==> src/rtl/vec_agg_sched.sv <==
// Three-input, four-output packet scheduler. Each output has a registered slot and a round-robin arbiter.
// Define VEC_AGG_SCHED_STATS_EN to add saturating per-output handshake counters (io_stat_count_k).

module vec_agg_lane #(
  parameter int RR_EN_RESET = 1
) (
  input  logic             clock,
  input  logic             reset,
  input  logic             flush,
  input  logic             outReady,
  input  logic [2:0]       req,
  input  logic [2:0][63:0] inPkt,
  output logic [2:0]       grant,
  output logic             outValid,
  output logic [63:0]      outPkt
`ifdef VEC_AGG_SCHED_STATS_EN
  ,
  output logic [15:0]      statCount
`endif
);
  localparam logic [1:0] PTR_RST = (RR_EN_RESET != 0) ? 2'd0 : 2'd2;

  logic [1:0] ptr;
  logic [1:0] gIdx;
  logic [2:0] sum;
  logic [1:0] idx;
  logic       found;
  logic       free;

  assign free = !outValid || outReady;

  // Search ptr, ptr+1, ptr+2 (mod 3); the first requester wins.
  always_comb begin
    grant = '0;
    gIdx  = ptr;
    found = 1'b0;
    sum   = '0;
    idx   = '0;
    if (reset && !flush && free) begin
      for (int off = 0; off < 3; off++) begin
        sum = {1'b0, ptr} + 3'(off);
        idx = (sum >= 3'd3) ? 2'(sum - 3'd3) : sum[1:0];
        if (!found && req[idx]) begin
          found      = 1'b1;
          grant[idx] = 1'b1;
          gIdx       = idx;
        end
      end
    end
  end

  always_ff @(posedge clock or negedge reset) begin
    if (!reset) begin
      outValid <= 1'b0;
      outPkt   <= '0;
      ptr      <= PTR_RST;
    end else if (flush) begin
      outValid <= 1'b0;
    end else if (found) begin
      outValid <= 1'b1;
      outPkt   <= inPkt[gIdx];
      ptr      <= (gIdx == 2'd2) ? 2'd0 : gIdx + 2'd1;
    end else if (outReady) begin
      outValid <= 1'b0;
    end
  end

`ifdef VEC_AGG_SCHED_STATS_EN
  // Counts handshakes even in a flush cycle; flush never clears the count.
  always_ff @(posedge clock or negedge reset) begin
    if (!reset)
      statCount <= '0;
    else if (outValid && outReady && statCount != 16'hFFFF)
      statCount <= statCount + 16'd1;
  end
`endif
endmodule

module vec_agg_sched #(
  parameter int DEST_LSB    = 0,
  parameter int RR_EN_RESET = 1
) (
  input  logic        clock,
  input  logic        reset,
  input  logic        io_in_valid_0,
  input  logic        io_in_valid_1,
  input  logic        io_in_valid_2,
  output logic        io_in_ready_0,
  output logic        io_in_ready_1,
  output logic        io_in_ready_2,
  input  logic [15:0] io_inPacket_tx_header_0,
  input  logic [15:0] io_inPacket_tx_header_1,
  input  logic [15:0] io_inPacket_tx_header_2,
  input  logic [15:0] io_inPacket_tx_addr_0,
  input  logic [15:0] io_inPacket_tx_addr_1,
  input  logic [15:0] io_inPacket_tx_addr_2,
  input  logic [31:0] io_inPacket_tx_data_0,
  input  logic [31:0] io_inPacket_tx_data_1,
  input  logic [31:0] io_inPacket_tx_data_2,
  output logic        io_out_valid_0,
  output logic        io_out_valid_1,
  output logic        io_out_valid_2,
  output logic        io_out_valid_3,
  input  logic        io_out_ready_0,
  input  logic        io_out_ready_1,
  input  logic        io_out_ready_2,
  input  logic        io_out_ready_3,
  output logic [15:0] io_outPacket_rx_header_0,
  output logic [15:0] io_outPacket_rx_header_1,
  output logic [15:0] io_outPacket_rx_header_2,
  output logic [15:0] io_outPacket_rx_header_3,
  output logic [15:0] io_outPacket_rx_addr_0,
  output logic [15:0] io_outPacket_rx_addr_1,
  output logic [15:0] io_outPacket_rx_addr_2,
  output logic [15:0] io_outPacket_rx_addr_3,
  output logic [31:0] io_outPacket_rx_data_0,
  output logic [31:0] io_outPacket_rx_data_1,
  output logic [31:0] io_outPacket_rx_data_2,
  output logic [31:0] io_outPacket_rx_data_3,
  input  logic        io_flush
`ifdef VEC_AGG_SCHED_STATS_EN
  ,
  output logic [15:0] io_stat_count_0,
  output logic [15:0] io_stat_count_1,
  output logic [15:0] io_stat_count_2,
  output logic [15:0] io_stat_count_3
`endif
);
  logic [2:0]            inValid;
  logic [2:0][15:0]      inHdr;
  logic [2:0][63:0]      inPkt;
  logic [2:0][1:0]       dest;
  logic [3:0][2:0]       reqMat;
  logic [3:0][2:0]       grantMat;
  logic [2:0]            inReady;
  logic [3:0]            outValid;
  logic [3:0]            outReady;
  logic [3:0][63:0]      outPkt;

  assign inValid  = {io_in_valid_2, io_in_valid_1, io_in_valid_0};
  assign inHdr    = {io_inPacket_tx_header_2, io_inPacket_tx_header_1, io_inPacket_tx_header_0};
  assign inPkt[0] = {io_inPacket_tx_header_0, io_inPacket_tx_addr_0, io_inPacket_tx_data_0};
  assign inPkt[1] = {io_inPacket_tx_header_1, io_inPacket_tx_addr_1, io_inPacket_tx_data_1};
  assign inPkt[2] = {io_inPacket_tx_header_2, io_inPacket_tx_addr_2, io_inPacket_tx_data_2};
  assign outReady = {io_out_ready_3, io_out_ready_2, io_out_ready_1, io_out_ready_0};

  // Each input requests exactly one output, so OR-ing the per-output grants is one-hot per input.
  always_comb begin
    inReady = '0;
    for (int i = 0; i < 3; i++) begin
      dest[i] = inHdr[i][DEST_LSB+1 -: 2];
      for (int k = 0; k < 4; k++) begin
        reqMat[k][i] = inValid[i] && (dest[i] == 2'(k));
        inReady[i]   = inReady[i] | grantMat[k][i];
      end
    end
  end

`ifdef VEC_AGG_SCHED_STATS_EN
  logic [3:0][15:0] statCount;
  assign {io_stat_count_3, io_stat_count_2, io_stat_count_1, io_stat_count_0} = statCount;
`endif

  for (genvar k = 0; k < 4; k++) begin : gLane
    vec_agg_lane #(.RR_EN_RESET(RR_EN_RESET)) uLane (
      .clock    (clock),
      .reset    (reset),
      .flush    (io_flush),
      .outReady (outReady[k]),
      .req      (reqMat[k]),
      .inPkt    (inPkt),
      .grant    (grantMat[k]),
      .outValid (outValid[k]),
      .outPkt   (outPkt[k])
`ifdef VEC_AGG_SCHED_STATS_EN
      ,
      .statCount(statCount[k])
`endif
    );
  end

  assign {io_in_ready_2, io_in_ready_1, io_in_ready_0} = inReady;
  assign {io_out_valid_3, io_out_valid_2, io_out_valid_1, io_out_valid_0} = outValid;
  assign {io_outPacket_rx_header_0, io_outPacket_rx_addr_0, io_outPacket_rx_data_0} = outPkt[0];
  assign {io_outPacket_rx_header_1, io_outPacket_rx_addr_1, io_outPacket_rx_data_1} = outPkt[1];
  assign {io_outPacket_rx_header_2, io_outPacket_rx_addr_2, io_outPacket_rx_data_2} = outPkt[2];
  assign {io_outPacket_rx_header_3, io_outPacket_rx_addr_3, io_outPacket_rx_data_3} = outPkt[3];
endmodule

==> config.mk <==
export PLATFORM = sky130hd
export DESIGN_NAME = vec_agg_sched
export DESIGN_NICKNAME = d
export VERILOG_FILES = /design/src/rtl/vec_agg_sched.sv
export SDC_FILE = /design/constraint.sdc
export NUM_CORES = 1
export LEC_CHECK = 0
export CAP_MARGIN = 10
export CORE_MARGIN = 5
export CORE_UTILIZATION = 56
export CTS_BUF_LIST = sky130_fd_sc_hd__clkbuf_2
export DETAILED_ROUTE_END_ITERATION = 8
export DONT_BUFFER_PORTS = 1
export PLACE_DENSITY = 0.71
export SLEW_MARGIN = 20
export SYNTH_ARGS = -nofsm -noshare
export SYNTH_HDL_FRONTEND = slang
export SYNTH_SLANG_ARGS = --single-unit
==> constraint.sdc <==
create_clock -name clock -period 3.21 [get_ports clock]
set_input_delay 0.4815 -clock clock [delete_from_list [all_inputs] [get_ports clock]]
set_output_delay 0.4815 -clock clock [all_outputs]
set_load 0.1 [all_outputs]
Yosys cells after proc, flatten, opt, wreduce, memory -nomap -nowiden --
Index checks and enable logic that the tools add are counted.
Cells by class: add/subtract/negate cells 24, order comparisons 40, equal/unequal tests 13, muxes and demuxes 148, bitwise operators 18, reductions and logical operators 65
Operator list (number):
- 64-bit binary-select mux with 2-bit select | 4
- 64-bit two-way mux | 4
- 3-bit two-way mux | 24
- 2-bit two-way mux | 32
- 1-bit two-way mux | 60
- 2-bit by 3-bit < comparator with 1-bit output, second input constant | 16
- 1-bit logical AND | 37
- 1-bit binary-select mux with 2-bit select | 12
- 1-bit demux with 2-bit select | 12
- 2-bit by 1-bit greater-or-equal comparator with 1-bit output, second input constant | 12
- 3-bit by 2-bit greater-or-equal comparator with 1-bit output, second input constant | 8
- 3-bit OR | 8
- 2-bit subtractor, second input constant | 12
- 2-bit == test, second input constant | 10
- 1-bit logical NOT | 13
- 2-bit by 1-bit adder with 3-bit output, second input constant | 4
- 2-bit by 2-bit adder with 3-bit output, second input constant | 4
- 3-bit nonzero test | 4
- 1-bit OR | 9
- 2-bit by 1-bit adder with 2-bit output, second input constant | 4
- 2-bit greater-or-equal comparator, second input constant | 4
- 2-bit AND reduction | 4
- 2-bit by 1-bit == test with 1-bit output, second input constant | 3
- 2-bit logical NOT | 3
- other kinds (2) | 5
Word-level totals: bits in registers 268, input port bits 202, output and inout bits 263

Depth between registers and ports, before layout --
depth after elaboration 17, mapped depth 12

Hierarchy --
Synthesis repeated with hierarchy kept, for this count alone.
Second synthesis, totals: cells, all modules 1391, area total of the unflattened synthesis 14940.6 µm²
Modules (own cells, without submodules):
- vec_agg_lane | times used 4, cells an instance 344, area each 3706.1 µm², sequential area each 1676.6 µm²
- vec_agg_sched | times used 1, cells an instance 15, area each 116.4 µm², sequential area each 0.0 µm²

Least setup slack after synthesis --
Ideal clock, no wire load.
kind flip-flop to output port, start point register gLane[1].uLane.ptr[0], end point output io_in_ready_0, data arrival time 3.145 ns, path slack -0.416 ns, cell stages (with the launch flop) 10, buffers on the path 2, cell sequence dfrtp_1 > inv_1 > ha_1 > clkbuf_1 > buf_2 > nand2_1 > o32a_1 > nor2b_1 > a221oi_1 > o211ai_1
On the way: cells in the longest elaborated chain, start to end 17, elaborated cells between the ends (all ways) 51
Ends and longest elaborated chain:
- start, declared | line 23 | logic [1:0] ptr;
- start signal, assigned | line 62 | ptr <= (gIdx == 2'd2) ? 2'd0 : gIdx + 2'd1;
- branches (longest 12 deep; another with 2-bit by 1-bit adder with 3-bit output)
- 3-bit two-way mux * | line 43 | if (!found && req[idx]) begin
- 3-bit two-way mux * | line 39 | if (reset && !flush && free) begin
- 1-bit OR * (3 in series) | line 154 | inReady[i] = inReady[i] | grantMat[k][i];
- end, declared | line 88 | output logic io_in_ready_0,
Every way passes the cells marked *. The select of a mux whose other input is x is not followed.

Worst setup path after layout --
start point register gLane[0].uLane.ptr[1], end point output io_in_ready_1
On the way: cells in the longest elaborated chain, start to end 17, elaborated cells between the ends (all ways) 51
Ends and longest elaborated chain:
- start, declared | line 23
- start signal, assigned | line 62
- branches (longest 12 deep; another with 2-bit by 1-bit adder with 3-bit output)
- 3-bit two-way mux * | line 43
- 3-bit two-way mux * | line 39
- 1-bit OR * (3 in series) | line 154
- end, declared | line 89 | output logic io_in_ready_1,
Marked as above.

==> reports/metrics.cfg <==
[run_status]
status = finished with violations
violations = design-rule violations, negative hold slack, negative setup slack

[layout]
area_growth_pct = 22.78
layout-drive-gt1-share = 0.1690
final_cells = 2521
design_area_um2 = 21070
final_nets = 2295
finalCoreUtilization = 0.6924

[critical_path]
cp_top_family = simple AND/OR/NAND/NOR gates
crit_chain = buf_6 -> ha_4 -> or4b_4 -> nor4_4 -> a311oi_4 -> o22ai_1 -> a2bb2oi_1 -> o211ai_1 -> clkbuf_16
critPathMaxStageDelay_ps = 500
cp_max_fo = 4
worstPathArrival_ps = 3220
path_class = reg2out
rrSetupSlack_ps = 70
endpoint_kind = primary output
cp.required_ps = 2730
cp-start-kind = register
crit_path_top_delay_cell = or4b_4
crit_buf_inv = 2

[die]
row_count = 64
die_area_um2 = 34250
io-pin-count = 465
initial_utilization = 0.5640
core_area_um2 = 30430
fp.dieW_um = 185.1
dieHeight_um = 185.1

[synth]
synth_top_cell_by_area = dfrtp_1
postSynthAreaPerCell_um2 = 9.167
ys_async_sr_fraction = 1.000
synth_area_leaders = dfrtp_1 (39%), mux2i_1 (7.3%), o211ai_1 (6.3%)
synth_cell_types = 80
synth_warnings = 0
synth_ff_type = dfrtp_1
synth_nets = 2090
synth_edf_count = 0
synth_common_cells = dfrtp_1 (268), nand2_1 (180), clkbuf_1 (143), o211ai_1 (143), inv_1 (141)
syn_area_um2 = 17160
yosysTopAreaCellShare = 0.3908
synthMostInstantiatedCell = dfrtp_1
yosysSeqAreaShare = 0.3908
synthCells = 1872
synth-seq-cells = 268

[global_route]
grt_pass1_wl_um = 111500
antenna_found_initial = 4
grt_pass1_vias = 18880
grt_max_degree = 270
grt_usage = 0.4168
overflow = 0

[timing]
fin_crit_sh = 1.154
setup_viol = 3
hold_violations = 268
slew_viol_final = 0
worst_slack_ps = -494.8
skew_ps = 73.83
worstMarginPinSlew_ps = 1066
max-slew-margin-rel = 0.2894
min_period_ps = 3705
whs_ps = -762.2
rsz0062_at_grt = yes
max_freq_ghz = 0.2699

[clock_tree]
htreeDepth = 3
clockBufferDepth = 3
cts_root_buffer = clkbuf_2
path_clk_slew_ps = 120
cts_made_buffers = 74
tritoncts = yes
clk_latency_ps = 930
cts.sink_count = 268

[place]
post-place-cells = 2163
dp_hpwl_um = 44440
place.gp.congestion = 0.9213
port_buffers = 0
dpl-instance-area_um2 = 17950

[run]
drv_cap = 0

[route]
drc_errors = 2
routedWlPerCell_um = 30.02
wl_um = 75670
vias_per_cell = 7.351
num_vias = 18533
antenna_left = 0
drt_iter0_drc = 2285
dr.pass1.iters = 9

[worst_hold_path]
worstHoldPathType = in2async

[sequential cells by signal (all words and copies together) (netlist names)]
register	cells
gLane.uLane.outPkt	256
gLane.uLane.outValid	4
gLane.uLane.ptr	8
[through the flow]
step / setup WS (ps) / TNS (ps)
finish: -494.8 / -1373
global route: -616.4 / -1750
CTS: -512.3 / -1511
detailed placement: 180.0 / 0
global placement: 208.1 / 0
floorplan: -295.6 / -539.7
[repair_timing]
item	4_1_cts	5_1_grt
buffers inserted	10	10
gates cloned	0	1
resized for setup	17	32
hold endpoints to repair	520	269
endpoints found under the setup margin	3	33
hold buffers	212	2
pin swaps	4	17
[metal layers]
layer  up-vias  part of all wire  track usage
li1       7476                 -            -
met1      8698              0.34       0.5107
met2      1863              0.44       0.6300
met3       496              0.15       0.1463
met4         0             0.074       0.2607
met5         -                 0            0
[path summary, 6_finish.rpt]
| path | cells after the start | startpoint | end |
|---|---|---|---|
| max | 9 | gLane[0].uLane.ptr[1] | io_in_ready_1 |
| min | 0 | reset | gLane[2].uLane.outPkt[15] |
| max reg2reg | 9 | gLane[1].uLane.ptr[1] | gLane[1].uLane.outPkt[63] |
| min reg2reg | 1 | gLane[2].uLane.ptr[1] | gLane[2].uLane.ptr[1] |
| max in group asynchronous | 0 | reset | gLane[1].uLane.outPkt[56] |
| min in group clock | 3 | io_inPacket_tx_data_0[17] | gLane[0].uLane.outPkt[17] |
[placed cells by master, fill, tap and decap left out, types with 5 or more instances in the layout]
| cell type | count |
|---|---|
| dfrtp_1 | 264 |
| dlygate4sd3_1 | 213 |
| nand2_1 | 179 |
| o211ai_1 | 143 |
| inv_1 | 136 |
| mux2i_1 | 125 |
| clkbuf_2 | 106 |
| nand3_1 | 96 |
| buf_4 | 83 |
| o221ai_1 | 82 |
| nor2_1 | 76 |
| a32oi_1 | 64 |
| a22oi_1 | 64 |
| a21oi_1 | 58 |
| nor3b_1 | 40 |
| o221ai_2 | 40 |
| and2_1 | 34 |
| o21ai_1 | 31 |
| a211oi_2 | 27 |
| o21ai_0 | 22 |
| buf_12 | 18 |
| nand2b_1 | 12 |
| clkinv_1 | 10 |
| ha_1 | 9 |
| diode_2 | 7 |
| nand3b_1 | 7 |
| nand4_1 | 6 |
| and3b_1 | 6 |
| o22ai_1 | 6 |
| ha_4 | 6 |
| nor2b_1 | 5 |
| or2_2 | 5 |
| and3_1 | 5 |
| nor3_1 | 5 |
| buf_6 | 5 |
[cell type report]
class                   instances  area (µm²)
well taps                     396       495.5
clock buffers                 106       530.5
multi-input cells            1270        9502
fillers                      2305        9359
flip-flops and latches        268        6711
clock inverters                11       45.04
repair buffers                322        3237
inverters                     141       531.8
diodes                          7       17.52
[kinds of logic after synthesis]
kind of cell	share of synthesized area
adder cells (fa/ha/maj)	0.01290
multiplexers	0.07422
flip-flops	0.3908
AND/OR/NAND/NOR	0.1557
buffers and inverters	0.08107
AO/OA/AOI/OAI	0.2853
Power is not shown: default switching activity piles up to over one toggle a cycle in this logic, so the estimate is an artifact.
